[config.mk]
export PLATFORM = sky130hd
export DESIGN_NAME = acc_window_seq_flat
export DESIGN_NICKNAME = d
export VERILOG_FILES = /design/src/rtl/acc_seq_pkg.sv /design/src/rtl/acc_window_seq_if.sv /design/src/rtl/acc_win_addr_gen.sv /design/src/rtl/acc_window_seq.sv /design/src/flat_wrapper.sv
export SDC_FILE = /design/constraint.sdc
export NUM_CORES = 1
export LEC_CHECK = 0
export CORE_ASPECT_RATIO = 0.75
export CORE_MARGIN = 5
export CORE_UTILIZATION = 43
export DETAILED_ROUTE_END_ITERATION = 8
export PLACE_DENSITY = 0.78
export SYNTH_ARGS = -nofsm -noshare
export SYNTH_HDL_FRONTEND = slang
export SYNTH_SLANG_ARGS = --single-unit
[constraint.sdc]
create_clock -name clk -period 1.76 [get_ports clk]
set_input_delay 0.528 -clock clk [delete_from_list [all_inputs] [get_ports clk]]
set_output_delay 0.528 -clock clk [all_outputs]
set_load 0.05 [all_outputs]
[src/rtl/acc_seq_pkg.sv]
// Shared types and constants for the 4x4 window accumulate sequencer.
//   state_e       : sequencer FSM states
//   WIN_DIM       : window edge length (rows == columns)
//   WIN_ELEMS     : elements per window
//   LANES         : accumulator lanes, one per window row
//   REDUCE_SHIFT  : log2(WIN_ELEMS), turns the 4-lane total into the average
package acc_seq_pkg;

    localparam int unsigned WIN_DIM      = 4;
    localparam int unsigned WIN_ELEMS    = WIN_DIM * WIN_DIM;
    localparam int unsigned LANES        = WIN_DIM;
    localparam int unsigned REDUCE_SHIFT = 4;

    localparam int unsigned DATA_W = 8;
    localparam int unsigned ACC_W  = 12;
    localparam int unsigned LANE_W = $clog2(LANES);
    localparam int unsigned COL_W  = $clog2(WIN_DIM);
    // One extra bit so the counter can hold WIN_ELEMS itself (all reads issued).
    localparam int unsigned CNT_W  = $clog2(WIN_ELEMS) + 1;

    typedef enum logic [2:0] {
        ST_IDLE   = 3'd0,
        ST_CLEAR  = 3'd1,
        ST_READ   = 3'd2,
        ST_DRAIN  = 3'd3,
        ST_REDUCE = 3'd4
    } state_e;

endpackage : acc_seq_pkg

[src/rtl/acc_window_seq_if.sv]
// Bundle of control, memory-read and accumulator-strobe signals.
//   master : the sequencer (drives memory reads and accumulator strobes)
//   slave  : the environment (requests windows, supplies memory data)
// Signals: start, base_addr, mem_rd, mem_addr, mem_rdata, acc_clr, add_en,
//          lane_sel, add_data, busy, done, abort (only with ACC_WINDOW_SEQ_ABORT_EN).
interface acc_window_seq_if #(
    parameter int unsigned ADDR_W = 10
);
    import acc_seq_pkg::*;

    logic                start;
    logic [ADDR_W-1:0]   base_addr;
    logic                mem_rd;
    logic [ADDR_W-1:0]   mem_addr;
    logic [DATA_W-1:0]   mem_rdata;
    logic                acc_clr;
    logic                add_en;
    logic [LANE_W-1:0]   lane_sel;
    logic [DATA_W-1:0]   add_data;
    logic                busy;
    logic                done;
`ifdef ACC_WINDOW_SEQ_ABORT_EN
    logic                abort;

    modport master (
        input  start, base_addr, mem_rdata, abort,
        output mem_rd, mem_addr, acc_clr, add_en, lane_sel, add_data, busy, done
    );

    modport slave (
        output start, base_addr, mem_rdata, abort,
        input  mem_rd, mem_addr, acc_clr, add_en, lane_sel, add_data, busy, done
    );
`else
    modport master (
        input  start, base_addr, mem_rdata,
        output mem_rd, mem_addr, acc_clr, add_en, lane_sel, add_data, busy, done
    );

    modport slave (
        output start, base_addr, mem_rdata,
        input  mem_rd, mem_addr, acc_clr, add_en, lane_sel, add_data, busy, done
    );
`endif

endinterface : acc_window_seq_if

[src/rtl/acc_win_addr_gen.sv]
// Window element counter and row/column to byte-address translation.
//   clk, rst : clock, asynchronous active-low reset
//   load_i   : capture base_i and restart the element count at 0
//   base_i   : address of window element (0,0)
//   step_i   : advance to the next element
//   addr_o   : address of the current element (wraps modulo 2^ADDR_W)
//   row_o    : window row of the current element (accumulator lane)
//   last_o   : all WIN_ELEMS elements have been stepped past
module acc_win_addr_gen
    import acc_seq_pkg::*;
#(
    parameter int unsigned ADDR_W     = 10,
    parameter int unsigned ROW_STRIDE = 32
) (
    input  logic              clk,
    input  logic              rst,
    input  logic              load_i,
    input  logic [ADDR_W-1:0] base_i,
    input  logic              step_i,
    output logic [ADDR_W-1:0] addr_o,
    output logic [LANE_W-1:0] row_o,
    output logic              last_o
);

    logic [CNT_W-1:0]  cnt_q;
    logic [CNT_W-1:0]  cnt_d;
    logic [ADDR_W-1:0] base_q;
    logic [ADDR_W-1:0] base_d;
    logic [COL_W-1:0]  col_c;

    // Element index n maps to row n[3:2], column n[1:0].
    assign row_o  = cnt_q[COL_W +: LANE_W];
    assign col_c  = cnt_q[COL_W-1:0];
    assign last_o = (cnt_q == CNT_W'(WIN_ELEMS));

    // Sum is kept at ADDR_W bits so a window crossing the top of memory wraps.
    assign addr_o = base_q
                  + ADDR_W'(row_o) * ADDR_W'(ROW_STRIDE)
                  + ADDR_W'(col_c);

    // Next count/base: load wins over step.
    always_comb begin
        cnt_d  = cnt_q;
        base_d = base_q;
        if (load_i) begin
            cnt_d  = '0;
            base_d = base_i;
        end else if (step_i) begin
            cnt_d  = cnt_q + CNT_W'(1);
        end
    end

    // Counter and base registers.
    always_ff @(posedge clk or negedge rst) begin
        if (!rst) begin
            cnt_q  <= '0;
            base_q <= '0;
        end else begin
            cnt_q  <= cnt_d;
            base_q <= base_d;
        end
    end

endmodule : acc_win_addr_gen

[src/rtl/acc_window_seq.sv]
// Sequencer that reads a 4x4 byte window from memory and streams each byte
// into one of four external 12-bit row accumulators, then flags the average.
//   clk   : clock, all state on rising edge
//   rst   : asynchronous active-low reset
//   bus   : acc_window_seq_if.master
//           start/base_addr in, mem_rd/mem_addr out, mem_rdata in,
//           acc_clr/add_en/lane_sel/add_data out, busy/done out,
//           abort in when ACC_WINDOW_SEQ_ABORT_EN is defined.
// Optional feature macro: ACC_WINDOW_SEQ_ABORT_EN (adds the abort input).
// Timing: start sampled at edge 0 -> CLEAR, 16 READ cycles, DRAIN, REDUCE
// (done) in the 19th cycle after the start cycle.
module acc_window_seq
    import acc_seq_pkg::*;
#(
    parameter int unsigned ADDR_W     = 10,
    parameter int unsigned ROW_STRIDE = 32
) (
    input  logic              clk,
    input  logic              rst,
    acc_window_seq_if.master  bus
);

    state_e            state_q;
    state_e            state_d;
    logic              mem_rd_q;
    logic              mem_rd_d;
    logic [ADDR_W-1:0] mem_addr_q;
    logic [ADDR_W-1:0] mem_addr_d;
    logic              acc_clr_q;
    logic              acc_clr_d;
    logic              add_en_q;
    logic              add_en_d;
    logic [LANE_W-1:0] lane_q;
    logic [LANE_W-1:0] lane_d;
    logic [LANE_W-1:0] rd_row_q;
    logic [LANE_W-1:0] rd_row_d;
    logic              done_q;
    logic              done_d;

    logic              gen_load_c;
    logic              gen_step_c;
    logic [ADDR_W-1:0] gen_addr;
    logic [LANE_W-1:0] gen_row;
    logic              gen_last;
    logic              abort_c;

`ifdef ACC_WINDOW_SEQ_ABORT_EN
    assign abort_c = bus.abort;
`else
    assign abort_c = 1'b0;
`endif

    acc_win_addr_gen #(
        .ADDR_W     (ADDR_W),
        .ROW_STRIDE (ROW_STRIDE)
    ) u_addr_gen (
        .clk    (clk),
        .rst    (rst),
        .load_i (gen_load_c),
        .base_i (bus.base_addr),
        .step_i (gen_step_c),
        .addr_o (gen_addr),
        .row_o  (gen_row),
        .last_o (gen_last)
    );

    // Next state and next registered outputs.
    always_comb begin
        state_d    = state_q;
        mem_rd_d   = 1'b0;
        mem_addr_d = '0;
        acc_clr_d  = 1'b0;
        add_en_d   = 1'b0;
        lane_d     = '0;
        rd_row_d   = '0;
        done_d     = 1'b0;
        gen_load_c = 1'b0;
        gen_step_c = 1'b0;

        unique case (state_q)
            ST_IDLE: begin
                if (bus.start) begin
                    state_d    = ST_CLEAR;
                    acc_clr_d  = 1'b1;
                    gen_load_c = 1'b1;
                end
            end

            // Accumulators clear this cycle; the first read is issued for next cycle.
            ST_CLEAR: begin
                state_d    = ST_READ;
                mem_rd_d   = 1'b1;
                mem_addr_d = gen_addr;
                rd_row_d   = gen_row;
                gen_step_c = 1'b1;
            end

            // Each read seen on the bus this cycle becomes an add strobe next
            // cycle, when its data returns; its row travels with it.
            ST_READ: begin
                add_en_d = mem_rd_q;
                lane_d   = rd_row_q;
                if (gen_last) begin
                    state_d = ST_DRAIN;
                end else begin
                    mem_rd_d   = 1'b1;
                    mem_addr_d = gen_addr;
                    rd_row_d   = gen_row;
                    gen_step_c = 1'b1;
                end
            end

            // Final add strobe is on the bus now; the average is ready next cycle.
            ST_DRAIN: begin
                state_d = ST_REDUCE;
                done_d  = 1'b1;
            end

            ST_REDUCE: begin
                state_d = ST_IDLE;
            end

            default: begin
                state_d = ST_IDLE;
            end
        endcase

        // Abort cancels everything in flight, including the pending add strobe.
        if (abort_c && (state_q != ST_IDLE)) begin
            state_d    = ST_IDLE;
            mem_rd_d   = 1'b0;
            mem_addr_d = '0;
            acc_clr_d  = 1'b0;
            add_en_d   = 1'b0;
            lane_d     = '0;
            rd_row_d   = '0;
            done_d     = 1'b0;
            gen_step_c = 1'b0;
        end
    end

    // State and output registers.
    always_ff @(posedge clk or negedge rst) begin
        if (!rst) begin
            state_q    <= ST_IDLE;
            mem_rd_q   <= 1'b0;
            mem_addr_q <= '0;
            acc_clr_q  <= 1'b0;
            add_en_q   <= 1'b0;
            lane_q     <= '0;
            rd_row_q   <= '0;
            done_q     <= 1'b0;
        end else begin
            state_q    <= state_d;
            mem_rd_q   <= mem_rd_d;
            mem_addr_q <= mem_addr_d;
            acc_clr_q  <= acc_clr_d;
            add_en_q   <= add_en_d;
            lane_q     <= lane_d;
            rd_row_q   <= rd_row_d;
            done_q     <= done_d;
        end
    end

    assign bus.mem_rd   = mem_rd_q;
    assign bus.mem_addr = mem_addr_q;
    assign bus.acc_clr  = acc_clr_q;
    assign bus.add_en   = add_en_q;
    assign bus.lane_sel = lane_q;
    // Read data arrives in the add_en cycle, so it is forwarded, gated by the strobe.
    assign bus.add_data = add_en_q ? bus.mem_rdata : '0;
    assign bus.busy     = (state_q != ST_IDLE);
    assign bus.done     = done_q;

endmodule : acc_window_seq

[src/flat_wrapper.sv]
// flat-port wrapper written by rule: the top's interface ports become plain ports
module acc_window_seq_flat import acc_seq_pkg::*;
#(
    parameter int unsigned ADDR_W     = 10,
    parameter int unsigned ROW_STRIDE = 32
)
  (clk, rst, bus_start, bus_base_addr, bus_mem_rdata, bus_mem_rd, bus_mem_addr, bus_acc_clr, bus_add_en, bus_lane_sel, bus_add_data, bus_busy, bus_done);
  acc_window_seq_if #(.ADDR_W(ADDR_W)) bus_i ();
  input  logic clk;
  input  logic rst;
  input wire logic [$bits(bus_i.start)-1:0] bus_start;
  input wire logic [$bits(bus_i.base_addr)-1:0] bus_base_addr;
  input wire logic [$bits(bus_i.mem_rdata)-1:0] bus_mem_rdata;
  output wire logic [$bits(bus_i.mem_rd)-1:0] bus_mem_rd;
  output wire logic [$bits(bus_i.mem_addr)-1:0] bus_mem_addr;
  output wire logic [$bits(bus_i.acc_clr)-1:0] bus_acc_clr;
  output wire logic [$bits(bus_i.add_en)-1:0] bus_add_en;
  output wire logic [$bits(bus_i.lane_sel)-1:0] bus_lane_sel;
  output wire logic [$bits(bus_i.add_data)-1:0] bus_add_data;
  output wire logic [$bits(bus_i.busy)-1:0] bus_busy;
  output wire logic [$bits(bus_i.done)-1:0] bus_done;
  assign bus_i.start = bus_start;
  assign bus_i.base_addr = bus_base_addr;
  assign bus_i.mem_rdata = bus_mem_rdata;
  assign bus_mem_rd = bus_i.mem_rd;
  assign bus_mem_addr = bus_i.mem_addr;
  assign bus_acc_clr = bus_i.acc_clr;
  assign bus_add_en = bus_i.add_en;
  assign bus_lane_sel = bus_i.lane_sel;
  assign bus_add_data = bus_i.add_data;
  assign bus_busy = bus_i.busy;
  assign bus_done = bus_i.done;
  acc_window_seq #(.ADDR_W(ADDR_W), .ROW_STRIDE(ROW_STRIDE)) u_core (.clk(clk), .rst(rst), .bus(bus_i));
endmodule
* Word level (Yosys, flattened, before mapping) *
Index checks and enable logic that the tools add are counted.

word-level totals
  bits in registers = 36
  bits of input ports = 21
  output and inout port bits = 25
  word-level logic and storage cells = 40

cells by class
  add/subtract/negate cells = 3
  equal/unequal tests = 6
  muxes and demuxes = 17
  reduce and logical (&&, ||, !) cells = 4

operators by type and width
  cell                   count
  $pmux W10 S2           1
  $pmux W3 S4            1
  $add A10 B2 Y10        1
  $add A10 B7 Y10        1
  $mux W10               1
  $mux W5                2
  $mux W8                1
  $eq A3 B2 Y1 const B   2
  $mux W3                2
  $add A5 B1 Y5 const B  1
  $eq A5 B5 Y1 const B   1
  $mux W1                5
  $mux W2                2
  $pmux W2 S2            1
  $eq A3 B1 Y1 const B   1
  $logic_not A3 Y1       1
  $reduce_bool A3 Y1     1
  $ne A2 B1 Y1 const B   1
  $ne A2 B2 Y1 const B   1
  $pmux W1 S2            1
  $reduce_and A2 Y1      1
  $reduce_bool A2 Y1     1

* Longest topological paths before layout *
  word-level depth = 5
  mapped depth = 8

* By module *
A second synthesis with hierarchy kept.

second synthesis, totals
  cell total of the unflattened synthesis = 147
  area, all modules = 1,754.2 µm²

modules (own cells, without submodules)
  module            instances  cells each  area an instance (µm²)  sequential area each (µm²)
  acc_window_seq    1          73          883.3                   525.5
  acc_win_addr_gen  1          74          870.8                   375.4

* Least setup slack after synthesis *
Ideal clock, no wire load.

  kind = register to register
  start point = register u_core.state_q[1]
  end point = register u_core.u_addr_gen.base_q[8]
  arrival time = 1,599 ps
  setup slack = 33 ps
  stages on the path, launching flop included = 6
  cell sequence = dfrtp_1 buf_6 or3_4 nor2_8 buf_6 mux2_1

between the ends
  word-level cells in the longest chain between the ends = 2

ends and longest elaborated chain
  element                 line                    source
  from (decl)             acc_window_seq.sv:23    state_e state_q;
  from (signal assigned)  acc_window_seq.sv:154   state_q <= state_d;
  $logic_not A3 Y1        --
  $mux W1                 --
  net u_core.acc_clr_d    acc_window_seq.sv:30    logic acc_clr_d;
  to (signal assigned)    acc_win_addr_gen.sv:60  base_q <= base_d;
  to (decl)               acc_win_addr_gen.sv:27  logic [ADDR_W-1:0] base_q;

The timed path passes the listed nets, and every way through them passes these cells.
A chain may end at the register's enable or synchronous reset.

* Worst setup path in the final report *
  start point = register u_core.state_q[1]
  end point = output bus_busy

between the ends
  word-level cells in the longest chain between the ends = 1

ends and longest elaborated chain
  element             line                source
  $reduce_bool A3 Y1  --
  to (decl)           flat_wrapper.sv:20  output wire logic [$bits(bus_i.busy)-1:0] bus_busy;

No other way between the ends.

==> results.md <==
- The setup violation total in the final timing report is 1.
- The synthesized cell area is about 1700 µm².
- The synthesized netlist devotes under 10% of its cell area to compound gates.
- In this run the clock root is driven by a sky130_fd_sc_hd__clkbuf_8.
- The clock insertion delay at the later pin of the skew report is 0.29 ns.
- The critical path goes through or3_4 -> buf_8.
- The largest fanout of any net on the critical path is 2.
- Buffers inserted during clock tree synthesis total 5.
- The fraction of the mapped netlist area in simple logic gates is 18.9%.
- The final count of hold timing violations is 0.
- The number of detailed-routing iterations run before antenna repair is 4.
- The synthesized netlist devotes 5.63% of its cell area to adder and majority cells.
- The power density of the placed cells is 1820 nW/µm².
- The final design utilization is 69.5%.
- The sum of routed wire length over all layers is 3920 µm.
- The number of max-slew violations in the final report is 0.
- Summed over all failing endpoints, the final setup total negative slack is -0.0317 ns.
- The layout net count is 233.
- The post-route worst setup slack is -0.0317 ns.
- The worst-case IR drop observed on VDD is between 1000 and 1500 µV.
- The detailed-route wire length per cell is about 15 µm.
- For this run, the number of Yosys warnings is 0.
- The worst setup path is captured at a primary output.
- For this run, design rule violations remaining after detail routing come to 0.
- The main combinational cell family by area after synthesis is simple AND/OR/NAND/NOR gates.
- For this design the static power due to leakage is between 1 and 1.5 nW.
- Buffers inserted to repair hold after CTS numbered 0.
- Entering global routing, the biggest net connects 37 pins.
- The number of antenna cells inserted is 0.
- Dividing the detail-routed via count by the number of cells gives 4.87.
- The initial antenna violation count is 0.
- The number of unique standard cell types used by synthesis is 36.
- The count of buffering cells on the critical path with inverters included is 1.
- The register clock-pin slew on the reported worst setup and hold paths is 0.06 ns.
- The global-route wire length before repair is 6000 µm.
- On the worst path, the slowest cell contributes a delay of approximately 0.4 ns.
- The flow ran to the end, but the final reports show violations.
- Measured along the x axis, the die boundary spans 82.4 µm.
- The synthesized instance count is about 140.
- Static timing analysis puts the maximum clock frequency at roughly 0.56 GHz.
- The core region area is 3730 µm².
- The cell family contributing the most delay on the critical path is flip-flops.
- The global router's overall resource usage is 15.6%.
- STA classifies the critical path startpoint as a flop.
- The worst path uses 102% of the clock period.
- The setup path with the least slack is of type flop to primary output.
- The class of the tightest hold or removal check is flop to flop.
- The number of port buffers is 45.
- The detail route stage leaves a number of antenna-violating nets equal to 0.
- The net count of the mapped netlist is approximately 170.
- The tool flagged a number of max-cap violations equal to 0.
- The time the final worst path needs with I/O delays and setup is 1.79 ns.
- The slew of the pin with the lowest slew margin is 0.427 ns.
- The clock passes through at most 2 buffers.
- The number of global-route vias before repair is 1,282.
- The tree built by TritonCTS fans out to 36 sinks.
- The final global-route overflow total is 0.
- The checks that failed: setup timing.
- For the worst setup path, the data arrival time is 1.26 ns.
- Once the floorplan was initialized, standard cells occupied 45.3% of the core.
- The first routing iteration left 84 violations.
- The floorplan step defined a die boundary enclosing 5300 µm².
- Setup repair after global routing could not meet its margin everywhere.
- The die height is 64.3 µm.
- The number of H-tree levels is 2.
- The count of state elements after synthesis is 36.
- The HPWL after detailed placement is 2930 µm.
- On the critical path, the stage with the largest delay is an instance of sky130_fd_sc_hd__dfrtp_2.
- The initialized floorplan defines 19 standard-cell rows.
- At the end of routability-driven placement, the weighted congestion stood at roughly 0.75.
- The critical path data required time is 1.23 ns.
- The detailed router placed approximately 1,300 vias in this run.
- In this run the tightest slew margin relative to its limit is 71.5%.
- The synthesized area divided by synthesized cell count is 11.7 µm².
- The clock arrives with 0.00574 ns of skew.
- Sequential elements use 53.3% of the synthesized area.
- The post-synthesis xor/xnor area fraction is between 5 and 6%.
- The total placed instance area is approximately 2400 µm².
- For this design the top-level I/O count stands at 46.
- The fraction of final layout cells with drive strength greater than 1 is 39.0%.
- TritonCTS built the clock tree.
- Summing all non-filler instances in the final layout gives an area of 2590 µm².
- From synthesis to final layout, the design area changed by 53.5%.
- The multiplexer share of the synthesized area is 5.92%.
==> sequential cells by signal (all words and copies together), names as in the netlist <==
signal / flops
u_core.state_q: 3
u_core.u_addr_gen.base_q: 10
u_core.bus.mem_addr: 10
u_core.bus.mem_rd: 1
u_core.bus.add_en: 1
u_core.u_addr_gen.cnt_q: 5
u_core.bus.acc_clr: 1
u_core.rd_row_q: 2
u_core.bus.lane_sel: 2
u_core.bus.done: 1
==> cells in the mapped netlist <==
master | number | share of area [%]
sky130_fd_sc_hd__dfrtp_1 | 36 | 53
sky130_fd_sc_hd__nor2_1 | 15 | 3.3
sky130_fd_sc_hd__and2_1 | 10 | 3.7
sky130_fd_sc_hd__nand2_1 | 10 | 2.2
sky130_fd_sc_hd__xnor2_1 | 10 | 5.2
sky130_fd_sc_hd__inv_1 | 8 | 1.8
sky130_fd_sc_hd__mux2_2 | 7 | 4.7
sky130_fd_sc_hd__ha_1 | 6 | 4.4
sky130_fd_sc_hd__a21oi_1 | 4 | 1.2
sky130_fd_sc_hd__and3_2 | 4 | 1.8
sky130_fd_sc_hd__buf_6 | 3 | 2.0
sky130_fd_sc_hd__nand3_1 | 3 | 0.89
sky130_fd_sc_hd__nor3_1 | 3 | 0.89
sky130_fd_sc_hd__nor4_1 | 2 | 0.74
sky130_fd_sc_hd__o21ai_0 | 2 | 0.59
sky130_fd_sc_hd__a211oi_2 | 1 | 0.74
sky130_fd_sc_hd__a31o_1 | 1 | 0.52
sky130_fd_sc_hd__a41oi_1 | 1 | 0.52
sky130_fd_sc_hd__and2_2 | 1 | 0.44
sky130_fd_sc_hd__and4bb_2 | 1 | 0.74
sky130_fd_sc_hd__buf_2 | 1 | 0.30
sky130_fd_sc_hd__clkinv_8 | 1 | 0.96
sky130_fd_sc_hd__fa_1 | 1 | 1.2
sky130_fd_sc_hd__mux2_1 | 1 | 0.67
sky130_fd_sc_hd__mux2i_1 | 1 | 0.59
sky130_fd_sc_hd__nand4b_1 | 1 | 0.52
sky130_fd_sc_hd__nor2_8 | 1 | 1.2
sky130_fd_sc_hd__nor2b_1 | 1 | 0.37
sky130_fd_sc_hd__nor3b_1 | 1 | 0.44
sky130_fd_sc_hd__o211ai_1 | 1 | 0.44
sky130_fd_sc_hd__o22a_1 | 1 | 0.52
sky130_fd_sc_hd__o41ai_2 | 1 | 0.96
sky130_fd_sc_hd__or2b_2 | 1 | 0.52
sky130_fd_sc_hd__or3_4 | 1 | 0.67
sky130_fd_sc_hd__or3b_1 | 1 | 0.52
sky130_fd_sc_hd__xor2_1 | 1 | 0.52
==> layer usage <==
layer / track usage (%) / share of wire [%] / vias up
met4: 9.34 / 2.6 / 0
met5: 0 / 0 / -
met2: 25.5 / 48 / 53
met1: 17.4 / 40 / 589
li1: - / - / 600
met3: 5.34 / 8.8 / 9
==> cells by family (layout without fill, tap and decap cells) <==
group	count (synthesis)	count (layout)
AO/OA/AOI/OAI	12	12
XOR/XNOR	11	11
AND/OR/NAND/NOR	56	56
multiplexers	9	9
buffers and inverters	13	74
adder cells (fa/ha/maj)	7	7
flip-flops	36	36
==> layout by cell type, fill, tap and decap left out, drive strengths merged, types with 2 or more instances in the layout <==
master         instances
nor3                   3
clkinv                 2
xnor2                 10
a21oi                  4
ha                     6
nand3                  3
clkbuf                 6
inv                    8
and3                   4
buf                   38
nand2                 10
mux2                   8
and2                  11
o21ai                  2
nor2                  16
nor4                   2
dlygate4sd2            8
dfrtp                 36
clkdlybuf4s50         12
==> timing repair <==
item                                   in CTS  in global routing
setup endpoints to repair                  13                 12
gates cloned                                0                  0
pin swaps                                   1                  5
resized for setup                          22                  7
endpoints found under the hold margin       0                  0
buffers inserted                            3                  4
==> cell type report <==
cell class	count	area, µm²
fill	275	1140
sequential	36	906
multi-input combinational	95	754
timing repair buffer	58	746
clock buffer	6	72.6
tap	52	65.1
inverter	9	46.3
clock inverter	1	5.00
==> metrics by stage <==
step	hold WS [ns]	power (mW)	std cells	worst slack, ns
after floorplan	0.232	2.96	144	0.0332
after global placement	0.485	3.82	243	-0.0733
after detailed placement	0.488	3.93	243	-0.108
after CTS	0.503	4.60	253	-0.0260
after global routing	0.535	5.01	257	-0.0725
final	0.500	4.72	257	-0.0317
==> worst paths after layout <==
check	cells past startpoint	endpoint	slack, ns	start
worst min-delay path	1	u_core.bus.lane_sel[0]$_DFF_PN0_	0.50	u_core.rd_row_q[0]$_DFF_PN0_
min in group asynchronous	2	u_core.u_addr_gen.cnt_q[2]$_DFFE_PN0P_	0.61	rst
max in group asynchronous	2	u_core.state_q[0]$_DFFE_PN0P_	0.96	rst
worst min register to register	1	u_core.bus.lane_sel[0]$_DFF_PN0_	0.50	u_core.rd_row_q[0]$_DFF_PN0_
worst max-delay path	2	bus_busy	-0.03	u_core.state_q[1]$_DFFE_PN0P_
worst max register to register	7	u_core.bus.mem_addr[8]$_DFF_PN0_	0.04	u_core.u_addr_gen.base_q[0]$_DFFE_PN0P_
==> power breakdown <==
part	internal [mW]	switching, mW
clock network	0.269	0.272
registers	1.14	0.280
logic	1.30	1.46
Note: power is estimated with default switching activity, not from simulation.
